$ cat src/rtl/barrel_shifter_pkg.sv
// barrel_shifter_pkg: shared widths and aluc op codes for the 32-bit barrel shifter
package barrel_shifter_pkg;
    localparam int DATA_W  = 32;
    localparam int SHAMT_W = 5;
    localparam logic [1:0] OP_SRA = 2'b00;
    localparam logic [1:0] OP_SRL = 2'b01;
    localparam logic [1:0] OP_SLA = 2'b10;
    localparam logic [1:0] OP_SLL = 2'b11;
endpackage

$ cat src/rtl/barrel_stage.sv
// barrel_stage: one fixed-distance stage of the shift network, bypassed when not enabled
import barrel_shifter_pkg::*;
module barrel_stage #(
    parameter int SH = 1
) (
    input  logic [DATA_W-1:0] data_i,
    input  logic              en_i,
    input  logic              left_i,
    input  logic              fill_i,
    output logic [DATA_W-1:0] data_o
);
    // fill_i is only ever 1 for arithmetic right shifts, so left shifts zero-fill
    assign data_o = !en_i   ? data_i :
                    left_i  ? {data_i[DATA_W-1-SH:0], {SH{fill_i}}} :
                              {{SH{fill_i}}, data_i[DATA_W-1:SH]};
endmodule

$ cat src/rtl/barrel_shifter32.sv
// barrel_shifter32: registered SRA/SRL/SLL shifter; BSH_PIPE2_EN adds a register after the shift-by-8 stage
import barrel_shifter_pkg::*;
module barrel_shifter32 (
    input  logic               clk,
    input  logic               rst,
    input  logic               in_valid,
    input  logic [DATA_W-1:0]  a,
    input  logic [SHAMT_W-1:0] b,
    input  logic [1:0]         aluc,
    output logic               out_valid,
    output logic [DATA_W-1:0]  c
);
    logic              left, fill;
    logic [DATA_W-1:0] s16, s8, s4, s2, s1;
    logic [DATA_W-1:0] mid;
    logic [2:0]        mid_b;
    logic              mid_left, mid_fill, mid_v;
    logic [DATA_W-1:0] c_q, c_d;
    logic              v_q;

    assign left = (aluc == OP_SLA) || (aluc == OP_SLL);
    assign fill = (aluc != OP_SRL) && !left && a[DATA_W-1];

    barrel_stage #(.SH(16)) u_s16 (.data_i(a),   .en_i(b[4]), .left_i(left), .fill_i(fill), .data_o(s16));
    barrel_stage #(.SH(8))  u_s8  (.data_i(s16), .en_i(b[3]), .left_i(left), .fill_i(fill), .data_o(s8));

`ifdef BSH_PIPE2_EN
    logic [DATA_W-1:0] p_q;
    logic [2:0]        pb_q;
    logic              pl_q, pf_q, pv_q;

    // capture partial result and the controls the remaining stages need
    always_ff @(posedge clk or posedge rst) begin
        if (rst) begin
            p_q  <= '0;
            pb_q <= '0;
            pl_q <= 1'b0;
            pf_q <= 1'b0;
            pv_q <= 1'b0;
        end else begin
            p_q  <= s8;
            pb_q <= b[2:0];
            pl_q <= left;
            pf_q <= fill;
            pv_q <= in_valid;
        end
    end

    assign mid      = p_q;
    assign mid_b    = pb_q;
    assign mid_left = pl_q;
    assign mid_fill = pf_q;
    assign mid_v    = pv_q;
`else
    assign mid      = s8;
    assign mid_b    = b[2:0];
    assign mid_left = left;
    assign mid_fill = fill;
    assign mid_v    = in_valid;
`endif

    barrel_stage #(.SH(4)) u_s4 (.data_i(mid), .en_i(mid_b[2]), .left_i(mid_left), .fill_i(mid_fill), .data_o(s4));
    barrel_stage #(.SH(2)) u_s2 (.data_i(s4),  .en_i(mid_b[1]), .left_i(mid_left), .fill_i(mid_fill), .data_o(s2));
    barrel_stage #(.SH(1)) u_s1 (.data_i(s2),  .en_i(mid_b[0]), .left_i(mid_left), .fill_i(mid_fill), .data_o(s1));

    assign c_d = mid_v ? s1 : c_q;

    // output register: load on valid, otherwise hold the last result
    always_ff @(posedge clk or posedge rst) begin
        if (rst) begin
            c_q <= '0;
            v_q <= 1'b0;
        end else begin
            c_q <= c_d;
            v_q <= mid_v;
        end
    end

    assign c         = c_q;
    assign out_valid = v_q;
endmodule

$ cat config.mk
export PLATFORM = sky130hd
export DESIGN_NAME = barrel_shifter32
export DESIGN_NICKNAME = d
export VERILOG_FILES = /design/src/rtl/barrel_shifter_pkg.sv /design/src/rtl/barrel_stage.sv /design/src/rtl/barrel_shifter32.sv
export SDC_FILE = /design/constraint.sdc
export NUM_CORES = 1
export LEC_CHECK = 0
export ABC_AREA = 1
export BUFFER_PORTS_ARGS = -buffer_cell sky130_fd_sc_hd__buf_2
export CORE_MARGIN = 1.5
export CORE_UTILIZATION = 59
export DETAILED_ROUTE_END_ITERATION = 6
export GPL_TIMING_DRIVEN = 0
export PLACE_DENSITY = 0.83
export SLEW_MARGIN = 20
export SYNTH_ARGS = -nofsm -noshare
export SYNTH_HDL_FRONTEND = slang
export SYNTH_SLANG_ARGS = --single-unit
$ cat constraint.sdc
create_clock -name clk -period 1.2 [get_ports clk]
set_input_delay 0.24 -clock clk [delete_from_list [all_inputs] [get_ports clk]]
set_output_delay 0.24 -clock clk [all_outputs]
set_load 0.05 [all_outputs]
==> results of run 1 <==
## what timing repair did
item / CTS / global route
setup buffers: 6 / 10
hold buffers: 0 / 0
setup endpoints to repair: 32 / 32
pin swaps: 29 / 78
resized for setup: 145 / 178
cloned: 4 / 2
## routing by layer
metal,part of all wire [%],up-vias,global-route usage (%)
met5,0,-,0
met4,9.2,0,15.8
met3,15,272,10.3
met2,42,758,69.3
met1,34,3208,59.3
li1,-,2886,-
## power by group
part / internal [µW] / total [µW] / leakage [µW] / switching (µW)
Clock: 402 / 832 / 0.0000450 / 430
Sequential: 1260 / 1340 / 0.000395 / 74.5
Combinational: 1090 / 3520 / 0.00300 / 2440
Total: 2750 / 5690 / 0.00344 / 2940
## synthesized netlist by cell type (all sizes together)
cell type  instances
dfrtp             33
a31oi              2
o21ai             29
nand3            132
nor3               2
o31ai              1
a21oi             62
inv               32
clkinv             3
nor2              50
nand2            402
buf               45
o211ai             4
clkbuf             7
or2               28
## path summary, 6_finish.rpt
kind / end / slack [ns]
setup / recovery: c[24]$_DFFE_PP0P_ / -0.54
hold / removal: c[31]$_DFFE_PP0P_ / 0.04
setup reg to reg: c[7]$_DFFE_PP0P_ / 0.32
hold reg to reg: c[21]$_DFFE_PP0P_ / 0.48
max in group asynchronous: c[1]$_DFFE_PP0P_ / 0.71
min in group clk: out_valid$_DFF_PP0_ / 0.07
## sequential cells by signal (all words and copies together), names as in the netlist
signal     flops
c             32
out_valid      1
## metrics by stage
stage          utilization, %  area, µm²  hold WS (ns)  setup WS (ns)  setup TNS, ns
3_5_place_dp             68.6       5250         0.367         -0.822         -23.75
3_3_place_gp             68.6       5250         0.360         -0.760         -25.62
6_report                 88.2       6740        0.0429         -0.541         -13.41
4_1_cts                  77.9       5960        0.0708         -0.314          -8.43
2_1_floorplan               -       4760         0.271         -0.376         -10.50
5_1_grt                  88.2       6740        0.0644         -0.658         -16.21
## critical path, stage by stage
cell     delay [ns]
buf_12         0.13
inv_12         0.06
buf_6          0.16
a21oi_1        0.18
nand2_2        0.10
nand3_1        0.09
nand2_2        0.10
nand2_1        0.10
nand3_2        0.14
nand2_1        0.14
nand3_2        0.10
nand2_1        0.06
nand2_1        0.06
nor2_1         0.17
nor2_1         0.07
## cells by family (layout without fill, tap and decap cells)
logic type,count (synthesis),count (layout)
flops,33,33
buf+inv,87,188
compound gates,98,98
simple gates,614,615
## layout make-up
| type | instances | area, µm² |
|---|---|---|
| fillers | 405 | 903 |
| repair buffers | 93 | 659 |
| multi-input cells | 713 | 4380 |
| flip-flops and latches | 33 | 826 |
| clock buffers | 6 | 72.6 |
| well taps | 102 | 128 |
| inverters | 35 | 169 |
| plain buffers | 52 | 499 |
| clock inverters | 2 | 10.0 |
## cell usage in the layout (no fill, tap or decap), types with 6 or more instances in the layout
master and count:
buf_2 83, or2_1 7, or2_2 11, nor2_1 41, clkbuf_4 6, dfrtp_1 33
o21ai_1 15, clkbuf_1 6, buf_6 10, a21oi_2 34, inv_2 6, nand3_1 53
buf_4 19, nand2_1 261, or2_4 8, buf_8 7, o21ai_2 10, nand2_4 19
nand3_4 16, buf_12 9, nand2_2 119, nand3_2 63, a21oi_1 24, inv_1 22
==> metrics.txt, run 1 <==
number of vias per cell approximately 6.9; first-pass GRT wire length 29,300 µm; main area contributors after synthesis nand2_1 (31%), dfrtp_1 (18%), nand3_1 (11%); Yosys cell types 34; min Tclk post-route roughly 1.7 ns; syn_area_per_cell 5.57 µm²; drt pass-1 iters 7; total setup violations reported at the end of the flow 32; Port Buffers 72; Synth Area in Compound Gates 12.0%; Syn-to-layout area delta 45.4%; crit-path max FO 10; largest net degree at the start of global routing 34; Power Dens Cells around 840 nW/µm²; Pwr Total ~5700 µW; leakage 0.00344 µW; #FFs+latches synth 33; GRT overflow 0; Synth Warn # 0; Initial Utilization between 60 and 70%; Post-Synthesis Cells 832; cell accounting for the most synthesized area nand2_1; Achievable Freq 0.574 GHz; GPL Wtd Cong between 1 and 1.5; # clock sinks 33; crit share post-route 145%; R2R Path Start c[7]$_DFFE_PP0P_; WP data arrival around 1.9 ns; layout cell share with drive strength beyond 1 49.1%; outcome finished with violations; cts bufs inserted 5; DP Cell Count 1,006; failing checks setup timing; Adder-Cell Fraction of Synth Area 0%; later-pin clock latency in the skew report 0.29 ns; height of the die 91.7 µm; initial antenna violation count 0; CP Launch Point b[4]; startpoint types primary input; Detailed Route WL ~22,000 µm; Slew HR 54.4%; RSZ-0062 raised after global routing yes; post-synth net total 874; I/O pin count 75; GRT Util Overall 44.2%; dpl hpwl between 10,000 and 15,000 µm; Syn Std Cell Area roughly 4600 µm²; # DRC 0; share of the synthesized area in the top cell type 31.5%; Seq/Total Area, Yosys between 10% and 20%; hold crit path type primary input to async pin; worst clock skew 0 ns; mux cell area share after synthesis 0%; H-tree Lvls 2; Slew @ Worst Pin 0.684 ns; Post-Synth Simple-Gate Area about three fifths; via count 7,124; Post-Layout Cell Count 1,036; Final ANT Viol Nets 0; Max IR drop VDD 768 µV; full die area around 8400 µm²; ant diodes 0; xor and xnor area share after synthesis 0%; Worst Setup End Kind flip-flop; maxcap violations 0; wire per inst 21.6 µm; main combinational cell family by area after synthesis simple AND/OR/NAND/NOR gates; maximum clock path buffer count 2; final hold vios 0; Die X 91.7 µm; Clk pin slew, worst setup/hold paths 0.07 ns; CTS tree yes; final net count 975; Setup Crit Path Kind primary input to flip-flop; clock root cell clkbuf_8; Iter 0 DRT Violations 1,131; vias in the first global route 5,906; max-slew violations 0; Reg2Reg Depth 3; Req. time, crit path 1.38 ns; row count 32; setup ws final -0.541 ns; Core ar. 7650 µm²
Note: power is estimated with default switching activity, not from simulation.
==> run 2: changes to the inputs <==
--- a/config.mk
+++ b/config.mk
@@ -5,10 +5,9 @@
 export SDC_FILE = /design/constraint.sdc
 export NUM_CORES = 1
 export LEC_CHECK = 0
-export ABC_AREA = 1
 export BUFFER_PORTS_ARGS = -buffer_cell sky130_fd_sc_hd__buf_2
 export CORE_MARGIN = 1.5
-export CORE_UTILIZATION = 59
+export CORE_UTILIZATION = 60
 export DETAILED_ROUTE_END_ITERATION = 6
 export GPL_TIMING_DRIVEN = 0
 export PLACE_DENSITY = 0.83
==> run 2 against run 1 <==
Effect of this change:
- synthesized cell count shrank 7.7%
- the flow now stops in 5_1_grt
- area after synthesis grew 21%
==> metrics.txt, run 2 <==
outcome aborted with a tool error; Stop stage 5_1_grt; Halt Reason [ERROR GRT-0116] Global routing finished with congestion. Check the congestion regions in the DRC Viewer.; I/O pin count 75; maximum clock path buffer count 2; GRT Util Overall 79.5%; Synth Warn # 0; placed cell areas 6430 µm²; GRT overflow 6; largest net degree at the start of global routing 34; height of the die between 90 and 100 µm; main area contributors after synthesis dfrtp_1 (15%), mux2i_1 (5.3%), a21oi_1 (4.5%); Post-synth top flop dfrtp_1; Initial Utilization between 60% and 70%; syn_area_per_cell 7.33 µm²; post-synth net total 810; Yosys cell types 97; most frequent cell after synthesis nor2_1; GPL Wtd Cong about 1.3; FFs w/ async S/R, synth 100%; first-pass GRT wire length ~60,000 µm; share of the synthesized area in the top cell type between 10% and 20%; Syn Std Cell Area 5630 µm²; Post-Synthesis Cells around 770; leading cell types by count after synthesis nor2_1 (68), nand2_1 (63), a21oi_1 (51); Port Buffers 69; #FFs+latches synth 33; dpl hpwl 20,200 µm; H-tree Lvls 2; Die X between 90 and 100 µm; # clock sinks 33; cell accounting for the most synthesized area dfrtp_1; row count 35; EDFF count, synth 0; vias in the first global route 9,936; Seq/Total Area, Yosys 14.7%; cts bufs inserted 5; clock root cell clkbuf_8
[run 2: cell count changes after synthesis, sizes merged, moves of 19 or more]
cell	change
nand3	-105
mux2i	+30
clkbuf	+26
or2	-24
a31oi	+22
nand2	-337
a211oi	+23
nor3	+19
o21ai	+31
[run 2: repair_timing]
item | in CTS
gates cloned | 5
pin swaps | 72
buffers inserted | 51
hold buffers | 0
gates resized for setup | 217
endpoints found under the setup margin | 32
[run 2: kinds of logic after synthesis]
group / after synthesis / synth area share (%)
AND/OR/NAND/NOR: 260 / 23.4
buffers and inverters: 100 / 10.3
AO/OA/AOI/OAI: 334 / 43.6
multiplexers: 41 / 7.93
flip-flops: 33 / 14.7
[run 2: metrics by stage]
step                      cells  setup WS [ns]  setup TNS [ns]
after CTS                  1011         -0.714          -19.78
after detailed placement    948          -1.44          -40.63
after global placement      948          -1.34          -42.34
after floorplan             768         -0.707          -19.40
[run 2: per-layer routing]
layer  overflow  global-route usage, %
met2          3                   91.0
met1          0                   81.7
met5          0                   32.3
met4          2                   73.2
met3          1                   71.0
==> run 3: changes to the inputs <==
--- a/config.mk
+++ b/config.mk
@@ -7,10 +7,10 @@
 export LEC_CHECK = 0
 export BUFFER_PORTS_ARGS = -buffer_cell sky130_fd_sc_hd__buf_2
 export CORE_MARGIN = 1.5
-export CORE_UTILIZATION = 60
+export CORE_UTILIZATION = 40
 export DETAILED_ROUTE_END_ITERATION = 6
 export GPL_TIMING_DRIVEN = 0
-export PLACE_DENSITY = 0.83
+export PLACE_DENSITY_LB_ADDON = 0.15
 export SLEW_MARGIN = 20
 export SYNTH_ARGS = -nofsm -noshare
 export SYNTH_HDL_FRONTEND = slang
==> run 3 against run 2 <==
Effect of this change:
- the flow now finishes, with violations (DRC, setup timing)
- synthesized cell count is the same
- area after synthesis unchanged
==> metrics.txt, run 3 <==
most frequent cells in the layout buf_2 (67), buf_4 (66), nor2_1 (53); failing checks DRC, setup timing; Cell Chain, Critical Path buf_8, buf_12, buf_6, buf_12, buf_8, o41ai_4, mux2i_1, or2_1, o211ai_1; Detailed Route WL between 30,000 and 40,000 µm; worst clock skew 0 ns; outcome finished with violations; xor and xnor area share after synthesis 0%; Seq/Total Area, Yosys about 15%; cts bufs inserted 5; max-slew violations 0; Slew @ Worst Pin ~0.9 ns; layout cell share with drive strength beyond 1 51.2%; cell accounting for the most synthesized area dfrtp_1; FF-to-FF setup slack approximately 0.21 ns; Req. time, crit path 1.40 ns; CTS tree yes; Syn-to-layout area delta 62.5%; slowest stage delay, CP between 0.6 and 0.7 ns; Adder-Cell Fraction of Synth Area 0%; WP data arrival 2.26 ns; Initial Utilization 40.7%; min Tclk post-route roughly 2.1 ns; Post-Place Setup Slack -1.68 ns; drt pass-1 iters 7; post-synth net total 810; Port Buffers between 60 and 70; row count 43; wire per inst around 34 µm; crit-path max FO 10; setup ws final -0.861 ns; final hold vios 0; Achievable Freq around 0.49 GHz; Final Cell Area 9150 µm²; startpoint types primary input; syn_area_per_cell 7.33 µm²; Post-synth top flop dfrtp_1; GPL Wtd Cong 1.06; Synth Warn # 0; Post-Synthesis Cells approximately 770; Die X ~120 µm; main area contributors after synthesis dfrtp_1 (15%), mux2i_1 (5.3%), a21oi_1 (4.5%); Clk pin slew, worst setup/hold paths 0.06 ns; via count 8,714; Slew HR 38.2%; GRT Util Overall 49.6%; first-pass GRT wire length 53,600 µm; #FFs+latches synth 33; most frequent cell after synthesis nor2_1; maximum clock path buffer count 2; Yosys cell types 97; initial antenna violation count 0; total setup violations reported at the end of the flow 32; vias in the first global route 8,338; clock root cell clkbuf_16; Synth Area in Compound Gates 43.6%; mux cell area share after synthesis 7.93%; FFs w/ async S/R, synth between 90% and 100%; DP Cell Count 1,017; Max IR drop VDD 678 µV; hold crit path type primary input to async pin; I/O pin count 75; later-pin clock latency in the skew report 0.29 ns; largest net degree at the start of global routing 34; ant diodes 0; placed cell areas roughly 6500 µm²; final net count roughly 970; dpl hpwl approximately 26,000 µm; Syn Std Cell Area roughly 5600 µm²; Largest register FFs 32; Core ar. 13,800 µm²; crit share post-route 172%; Setup Crit Path Kind primary input to flip-flop; maxcap violations 0; Iter 0 DRT Violations ~1,800; share of the synthesized area in the top cell type about 15%; leakage ~0.0035 µW; H-tree Lvls 2; full die area 14,800 µm²; # clock sinks 33; number of vias per cell 7.88; main combinational cell family by area after synthesis compound AO/OA/AOI/OAI gates; # DRC 3; Final ANT Viol Nets 0; Post-Synth Simple-Gate Area a little under a quarter; Power Dens Cells 831 nW/µm²; Post-Layout Cell Count roughly 1,100; leading cell types by count after synthesis nor2_1 (68), nand2_1 (63), a21oi_1 (51); Worst Setup End Kind flip-flop; height of the die 122 µm; RSZ-0062 raised after global routing yes; EDFF count, synth 0; Crit-path slowest cell o41ai_4; most common cell after layout, fill and taps aside buf_2; GRT overflow 0
## run 3: worst paths after layout
kind,startpoint,endpoint,cells after the start
max in group asynchronous,rst,c[23]$_DFFE_PP0P_,2
min in group clk,in_valid,out_valid$_DFF_PP0_,1
worst max register to register,c[10]$_DFFE_PP0P_,c[10]$_DFFE_PP0P_,3
worst max-delay path,aluc[1],c[3]$_DFFE_PP0P_,9
worst min-delay path,rst,c[5]$_DFFE_PP0P_,2
worst min register to register,c[21]$_DFFE_PP0P_,c[21]$_DFFE_PP0P_,2
## run 3: what timing repair did
item,in CTS,in global routing
buffers inserted,62,12
resized for setup,295,99
hold buffers,0,0
cloned,7,1
endpoints found under the setup margin,32,34
pin swaps,99,51
## run 3: layout make-up
| cell class | instances | area (µm²) |
|---|---|---|
| multi-input cells | 635 | 5730 |
| fillers | 1152 | 4680 |
| repair buffers | 150 | 1250 |
| plain buffers | 84 | 910 |
| flip-flops and latches | 33 | 826 |
| well taps | 180 | 225 |
| clock buffers | 5 | 125 |
| inverters | 16 | 68.8 |
| clock inverters | 3 | 17.5 |
## run 3: through the flow
step / hold slack (ns) / power (µW) / TNS, ns / utilization, %
after detailed placement: 0.373 / 4880 / -45.69 / 47.1
after floorplan: 0.271 / 3740 / -19.40 / -
after CTS: 0.0740 / 7040 / -21.55 / 61.9
after global routing: 0.0824 / 7730 / -24.61 / 66.2
final: 0.0638 / 7600 / -24.10 / 66.2
after global placement: 0.360 / 4870 / -49.73 / 47.1
## run 3: cells by family (layout without fill, tap and decap cells)
| logic type | count (synthesis) | count (layout) |
|---|---|---|
| buffers and inverters | 100 | 258 |
| muxes | 41 | 41 |
| DFF | 33 | 33 |
| AOI/OAI and AO/OA | 334 | 334 |
| and+or+nand+nor | 260 | 260 |
## run 3: critical path, delay by kind of cell
family	cells	cell delay (ns)
buffers and inverters	5	0.73
AO/OA/AOI/OAI	2	0.77
multiplexers	1	0.22
AND/OR/NAND/NOR	1	0.27
## run 3: routing by layer
layer  GRT usage [%]  up-vias  part of all wire, %
met3            15.6      294                   15
met2            72.0     1015                   41
met1            64.1     4082                   36
met5               0        -                    0
met4            29.9        0                  8.4
li1                -     3323                    -
## run 3: report_power, final
group | switching, µW | internal (µW) | total [µW] | leakage, µW
combinational | 3110 | 1790 | 4900 | 0.00308
sequential | 98.4 | 1280 | 1370 | 0.000394
clock | 560 | 763 | 1320 | 0.0000696
